## config.mk

```make
export PLATFORM = sky130hd
export DESIGN_NAME = eusci_uart_rx_brgen
export DESIGN_NICKNAME = d
export VERILOG_FILES = /design/src/rtl/eusci_uart_rx_brgen.sv
export SDC_FILE = /design/constraint.sdc
export NUM_CORES = 1
export LEC_CHECK = 0
export CORE_MARGIN = 4
export CORE_UTILIZATION = 63
export DETAILED_ROUTE_END_ITERATION = 8
export DONT_BUFFER_PORTS = 1
export GPL_TIMING_DRIVEN = 0
export HOLD_SLACK_MARGIN = 0.12
export PLACE_DENSITY = 0.81
export SKIP_CTS_REPAIR_TIMING = 1
export SLEW_MARGIN = 10
export SYNTH_ARGS = -nofsm -noshare
export SYNTH_HDL_FRONTEND = slang
export SYNTH_SLANG_ARGS = --single-unit
```

## constraint.sdc

```tcl
create_clock -name MCLK -period 3.9 [get_ports MCLK]
set_clock_uncertainty 0.1 [all_clocks]
set_input_delay 0.975 -clock MCLK [delete_from_list [all_inputs] [get_ports MCLK]]
set_output_delay 0.975 -clock MCLK [all_outputs]
set_load 0.02 [all_outputs]
```

## src/rtl/eusci_uart_rx_brgen.sv

```systemverilog
// ============================================================================
// eusci_uart_rx_brgen
// Receive-side baud-rate controller for the eUSCI UART. It detects the start
// bit, times every bit period from MCLK with UCBRx, UCOS16 and UCBRSx, and
// drives the mid-bit BITCLK used by the receive state machine.
// Revision: 1.0 - initial release
// ============================================================================
`default_nettype none

module eusci_uart_rx_brgen #(
  parameter int MAX_BITS     = 13,
  parameter bit GLITCH_CHECK = 1'b1
) (
  input  logic        MCLK,
  input  logic        reset_n,
  input  logic        wUCSWRST,
  input  logic [15:0] wUCBR,
  input  logic        wUCOS16,
  input  logic [7:0]  wUCBRS,
  input  logic        Rx,
  input  logic        RxBusy,
  output logic        BITCLK,
  output logic        RxSample,
  output logic        BRActive,
  output logic [3:0]  BitIndex,
  output logic        rGlitch
);

  typedef enum logic {
    ST_IDLE = 1'b0,
    ST_RUN  = 1'b1
  } state_t;

  localparam logic [3:0] LAST_INDEX = 4'(MAX_BITS - 1);

  state_t      state;
  logic [19:0] count;
  logic [19:0] n_len;
  logic [19:0] half_len;
  logic        rx_prev;

  logic [19:0] base_len;
  logic [3:0]  next_index;
  logic [19:0] len_first;
  logic [19:0] len_next;
  logic [19:0] count_inc;
  logic        start_det;
  logic        glitch_hit;
  logic        boundary;
  logic        terminate;

  // Bit periods shorter than 2 cycles would leave no room for a mid-bit edge.
  function automatic logic [19:0] clamp_len(input logic [19:0] len);
    return (len < 20'd2) ? 20'd2 : len;
  endfunction

  // Bit-period arithmetic and the frame control conditions.
  always_comb begin
    base_len   = wUCOS16 ? {wUCBR, 4'b0000} : {4'b0000, wUCBR};
    next_index = BitIndex + 4'd1;
    len_first  = clamp_len(base_len + {19'd0, wUCBRS[0]});
    len_next   = clamp_len(base_len + {19'd0, wUCBRS[next_index[2:0]]});
    count_inc  = count + 20'd1;
    start_det  = (state == ST_IDLE) && rx_prev && !Rx;
    glitch_hit = GLITCH_CHECK && (state == ST_RUN) && (BitIndex == 4'd0) &&
                 (count == half_len - 20'd1) && Rx;
    boundary   = (state == ST_RUN) && (count == n_len - 20'd1);
    terminate  = boundary &&
                 (((BitIndex != 4'd0) && !RxBusy) || (BitIndex == LAST_INDEX));
  end

  assign BRActive = (state == ST_RUN);

  // Frame state machine: start detect, bit timing, glitch abort, termination.
  always_ff @(posedge MCLK or negedge reset_n) begin
    if (!reset_n) begin
      state    <= ST_IDLE;
      count    <= 20'd0;
      n_len    <= 20'd2;
      half_len <= 20'd1;
      rx_prev  <= 1'b1;
      BITCLK   <= 1'b0;
      RxSample <= 1'b0;
      BitIndex <= 4'd0;
      rGlitch  <= 1'b0;
    end else if (wUCSWRST) begin
      state    <= ST_IDLE;
      count    <= 20'd0;
      n_len    <= 20'd2;
      half_len <= 20'd1;
      rx_prev  <= 1'b1;
      BITCLK   <= 1'b0;
      RxSample <= 1'b0;
      BitIndex <= 4'd0;
      rGlitch  <= 1'b0;
    end else begin
      rx_prev  <= Rx;
      RxSample <= 1'b0;
      rGlitch  <= 1'b0;
      case (state)
        ST_IDLE: begin
          BITCLK <= 1'b0;
          if (start_det) begin
            state    <= ST_RUN;
            count    <= 20'd0;
            BitIndex <= 4'd0;
            n_len    <= len_first;
            half_len <= len_first >> 1;
          end
        end
        ST_RUN: begin
          if (glitch_hit) begin
            // The start bit went high again before mid-bit: treat it as noise.
            state    <= ST_IDLE;
            count    <= 20'd0;
            BitIndex <= 4'd0;
            BITCLK   <= 1'b0;
            rGlitch  <= 1'b1;
          end else if (terminate) begin
            state    <= ST_IDLE;
            count    <= 20'd0;
            BitIndex <= 4'd0;
            BITCLK   <= 1'b0;
          end else if (boundary) begin
            // Back-to-back bits: the next period starts on this very edge.
            count    <= 20'd0;
            BitIndex <= next_index;
            n_len    <= len_next;
            half_len <= len_next >> 1;
            BITCLK   <= 1'b0;
          end else begin
            count    <= count_inc;
            BITCLK   <= (count_inc >= half_len);
            RxSample <= (count_inc >= half_len) && !BITCLK;
          end
        end
        default: begin
          state  <= ST_IDLE;
          BITCLK <= 1'b0;
        end
      endcase
    end
  end

endmodule

`default_nettype wire

```

# After elaboration in Yosys (flattened, before gate mapping)
# Index checks and enable logic that the tools add are counted.
# word_totals
out_inout_bits	8
reg_bits	69
inputBits	30
elab_cells	93
# op_classes
bitwise	1
n_eq_ne	8
add_sub_neg	6
reduce_logical	17
n_mux	48
magnitude_cmp	4
# ops
op	n
$mux 20	18
$pmux 20 s2	3
$add 20x1->20	2
$eq 20x20->1	2
$lt 20x2->1 const B	2
$sub 20x1->20 const B	2
$add 20x1->20 const B	1
$ge 20x20->1	1
$mux 4	5
$mux 1	18
$logic_and 1x1->1	9
$ne 3x3->1 const B	3
$pmux 4 s2	1
$ne 5x2->1 const B	1
$add 4x1->4 const B	1
$eq 4x4->1 const B	1
$logic_not 4->1	1
$lt 3x4->1 const B	1
$pmux 1 s2	2
$reduce_and 4->1	1
$reduce_bool 4->1	1
$bmux 1 s3	1
$logic_not 1->1	3
$ne 3x2->1 const B	1
3 further kinds	3

# Depth between registers and ports, before layout
# logic_depth
depth_word	11
mapped_depth	16
ltp_nobuf	16

# Worst setup path after synthesis
# No wires, ideal clock.
# synth_timing
path_type	input-to-reg
from	in wUCOS16
to	reg n_len[0]
n_path_buf	3
slack_ns	-0.275
setup_ns	0.125
path_stages	15
required_ns	3.675
arrival_time_ns	3.950
path_cell_list	clkbuf_1 > buf_1 > clkbuf_1 > nor2b_1 > ha_1 > ha_1 > nand3_1 > xnor2_1 > nor2_1 > nor2_1 > a2111oi_0 > nand4_1 > nor4_1 > o22ai_1 > mux2_4
# synth_between
elab_chain_cells	9
word_cells_on_any_way	13
classes_between	add/sub: 2; order compare: 2; mux: 9
# synth_lines
element	line_no	rtl
start, declared	18	input logic wUCOS16,
$mux 20 (*)	59	base_len = wUCOS16 ? {wUCBR, 4'b0000} : {4'b0000, wUCBR};
$add 20x1->20	62	len_next = clamp_len(base_len + {19'd0, wUCBRS[next_index[2:0]]});
$lt 20x2->1	54	return (len < 20'd2) ? 20'd2 : len;
$mux 20	54	
$mux 20	124	end else if (boundary) begin
$mux 20	119	end else if (terminate) begin
$mux 20	112	if (glitch_hit) begin
$pmux 20 s2 (*)	100	case (state)
$mux 20 (*)	86	end else if (wUCSWRST) begin
end signal, assigned	107	n_len <= len_first;
end signal, assigned	128	n_len <= len_next;
end, declared	38	logic [19:0] n_len;
# Mark *: on every way between the ends. The rest lies on a longest branch, timed or not. The select of a mux whose other input is x is not followed.
# A chain may end at the register's enable or synchronous reset.

# Worst setup path after layout
# layout_timing
from	in wUCBR[1]
to	reg n_len[0]
# layout_between
elab_chain_cells	9
word_cells_on_any_way	13
classes_between	add/sub: 2; order compare: 2; mux: 9
# layout_lines
element	line_no	rtl
start, declared	17	input logic [15:0] wUCBR,
$mux 20 (*)	59	
$add 20x1->20	62	
$lt 20x2->1	54	
$mux 20	54	
$mux 20	124	
$mux 20	119	
$mux 20	112	
$pmux 20 s2 (*)	100	
$mux 20 (*)	86	
# Marked as above.

==> reports/metrics.csv <==
metric,value,unit
Post-Place Setup Slack,-517,ps
Die X,101,um
synthesized cell area,0.00546,mm2
status,"finished, final reports clean",
multi-input combinational cell area,0.00406,mm2
cell count after synthesis,685,
number of remaining DRC errors,0,
1st-pass router iterations,5,
total CTS buffers,5,
Synth cell types,70,
CP max FO,10,
"Setup violations, final",0,
post-synthesis xor/xnor area fraction,12.7,%
Max stage delay on crit path,570,ps
fin cells,797,
Hold Slack,227,ps
Fmax,267,MHz
remaining antenna violation count after routing,0,
worst path arrival time,3850,ps
ratio of final minimum period to clock period,96.1,%
Die Area,0.0102,mm2
CP Launch Type,input pin,
Antenna diodes,0,
endpoints failing hold,0,
register area,0.00124,mm2
Final Routed Wirelength,15500,um
setup TNS after final layout,0,ps
GR Overflow Total,0,
Worst VDD drop,164,uV
kind of critical path,in -> reg,
area grow syn2layout,7.29,%
first-pass GRT wire length,24900,um
Reg2Reg Setup Slack,170,ps
CP required,4000,ps
Rows,33,
Synth Register Bits,49,
Total GRT Usage,30.9,%
largest net degree at the start of global routing,50,
cells on worst reg2reg path,11,
clk sinks,49,
fin. max-slew vios,0,
P per Cell Area,256,mW/mm2
Synth async-reset ratio,100,%
routed vias/inst,6.55,
"Reg clk slew, reported paths",110,ps
leakage,0.00246,uW
sequential area share after synthesis,22.5,%
YS warnings,0,
Root Driver,clkbuf_8,
dpl hpwl,11900,um
Max-slew headroom,42.1,%
slew at the pin closest to its max-slew limit,859,ps
total core area,0.00830,mm2
cell breakdown of the critical path,clkbuf_1 > nor2b_1 > ha_4 > nand3_1 > xnor2_1 > nor2_1 > nor2_1 > a2111oi_2 > nand4_1 > nor4_2 > o22ai_1 > mux2_4,
number of global-route vias before repair,4906,
placed cells,790,
RR Startpoint,n_len[5],
gpl congestion,0.946,
Max clock buf depth,2,
Filler cells,662,
MaxCap Viol Count,0,
Initial Util,65.7,%
adder-cell share of the synthesized area,6.42,%
Worst-Skew Late Latency,320,ps
num ports,38,
Setup WS post-layout,152,ps
ys flop type,dfrtp_1,
Crit-path slowest cell,nor2b_1,
largest family of logic cells by synthesized area,simple AND/OR/NAND/NOR gates,
Post-synth EDFFs,0,
"most used cell, CP",nor2_1,
DRT iter0 DRCs,442,
routed length per instance,19.4,um
CP endpoint kind,register,
Die H,101,um
Avg Inst Size Synth,7.96,um2
post-synthesis simple-gate area fraction,29.0,%
share of layout cells above drive strength 1,11.6,%
Synth Area in Compound Gates,14.6,%
Hold Path Class,in -> async,
vias,5217,
initial antenna violation count,0,
Port-buffer cells,0,
fin nets,749,
Synth Net Count,743,
H-tree depth,2,
final worst path period need,3750,ps
r2r endpoint,count[14],
mux contribution to synthesized area,9.08,%
CTS tree,yes,
-- metrics by stage --
stage | area, um2 | util (%) | total power (uW)
after floorplan | 5480 | - | 989
after global placement | 5610 | 67.6 | 1110
after detailed placement | 5610 | 67.6 | 1120
after CTS | 5710 | 68.8 | 1460
after global routing | 5850 | 70.5 | 1580
final | 5850 | 70.5 | 1500
-- Yosys cell counts (all sizes together) (5+ instances only) --
cell type | number | area (um2)
xnor2 | 50 | 438
a21o | 16 | 120
nand4 | 17 | 121
and2 | 6 | 37.5
mux2 | 18 | 240
nand2 | 79 | 302
inv | 27 | 101
nand2b | 28 | 175
ha | 28 | 350
o21ai | 23 | 115
a21oi | 27 | 135
mux2i | 21 | 210
nor2b | 13 | 81.3
buf | 8 | 55.1
xor2 | 29 | 254
nand3 | 37 | 185
nor2 | 46 | 173
and4 | 7 | 61.3
o31ai | 7 | 52.6
dfrtp | 47 | 1180
or3 | 5 | 31.3
clkbuf | 40 | 150
nor4 | 11 | 114
a31oi | 10 | 62.6
nor3 | 17 | 90.1
-- cells by family (layout without fill, tap and decap cells) --
| group | Yosys count | count (layout) |
|---|---|---|
| xor+xnor | 79 | 79 |
| flops | 49 | 49 |
| buf+inv | 76 | 83 |
| simple gates | 293 | 293 |
| fa+ha+maj | 28 | 28 |
| compound gates | 119 | 119 |
| mux | 41 | 41 |
-- routing by layer --
layer  share of wire [%]  vias to the layer above  GRT usage (%)  wire [um]
li1                    -                     2440              -          -
met1                  42                     2471           42.6       6570
met2                  45                      264           47.0       6940
met3                  10                       42           7.68       1550
met4                 2.7                        0           10.5        422
met5                   0                        -              0          0
-- how the worst max path moves through the flow --
stage | cells past startpoint | slack [ps] | start | end
finish | 12 | 150 | wUCBR[1] | n_len[0]
global route | 11 | -50 | n_len[5] | count[14]
CTS | 14 | -200 | BitIndex[0] | n_len[0]
detailed placement | 16 | -520 | wUCOS16 | n_len[0]
global placement | 16 | -540 | wUCOS16 | n_len[0]
floorplan | 15 | 30 | wUCOS16 | n_len[0]
-- registers in the layout, summed over array words and instances (netlist names) --
name	count
BITCLK	1
BRActive	1
BitIndex	4
RxSample	1
count	20
half_len	1
n_len	19
rGlitch	1
rx_prev	1
-- power breakdown --
part | total [uW] | internal [uW] | switching [uW]
Sequential | 566 | 536 | 30.2
Clock | 340 | 135 | 205
Combinational | 595 | 238 | 357
-- cell type report --
type / count / share of cell area [%]
Sequential cell: 49 / 21.1
Timing Repair Buffer: 4 / 0.513
Clock buffer: 5 / 1.18
Clock inverter: 3 / 0.492
Multi-Input combinational cell: 560 / 69.3
Tap cell: 105 / 2.24
Inverter: 28 / 1.80
Buffer: 43 / 3.38
-- layout by cell type (no fill, tap or decap), drive strengths merged, types with 13 or more instances in the layout --
master,netlist,layout
nor3,17,17
mux2i,21,21
nand4,17,17
o21ai,23,23
xor2,29,29
a21oi,27,27
clkbuf,40,40
dfrtp,47,47
nand2,79,79
nand3,37,37
ha,28,28
xnor2,50,50
a21o,16,16
nor2b,13,13
nand2b,28,28
inv,27,29
nor2,46,46
mux2,18,18
-- worst max-delay path, delay by kind of cell --
kind	cells	cell delay [ps]
muxes	1	260
xor gates and xnor gates	1	160
adders and majority gates	1	280
and+or+nand+nor	6	1380
AOI/OAI and AO/OA	2	480
buffers and inverters	1	320
Power figures use the tool's default switching activity.
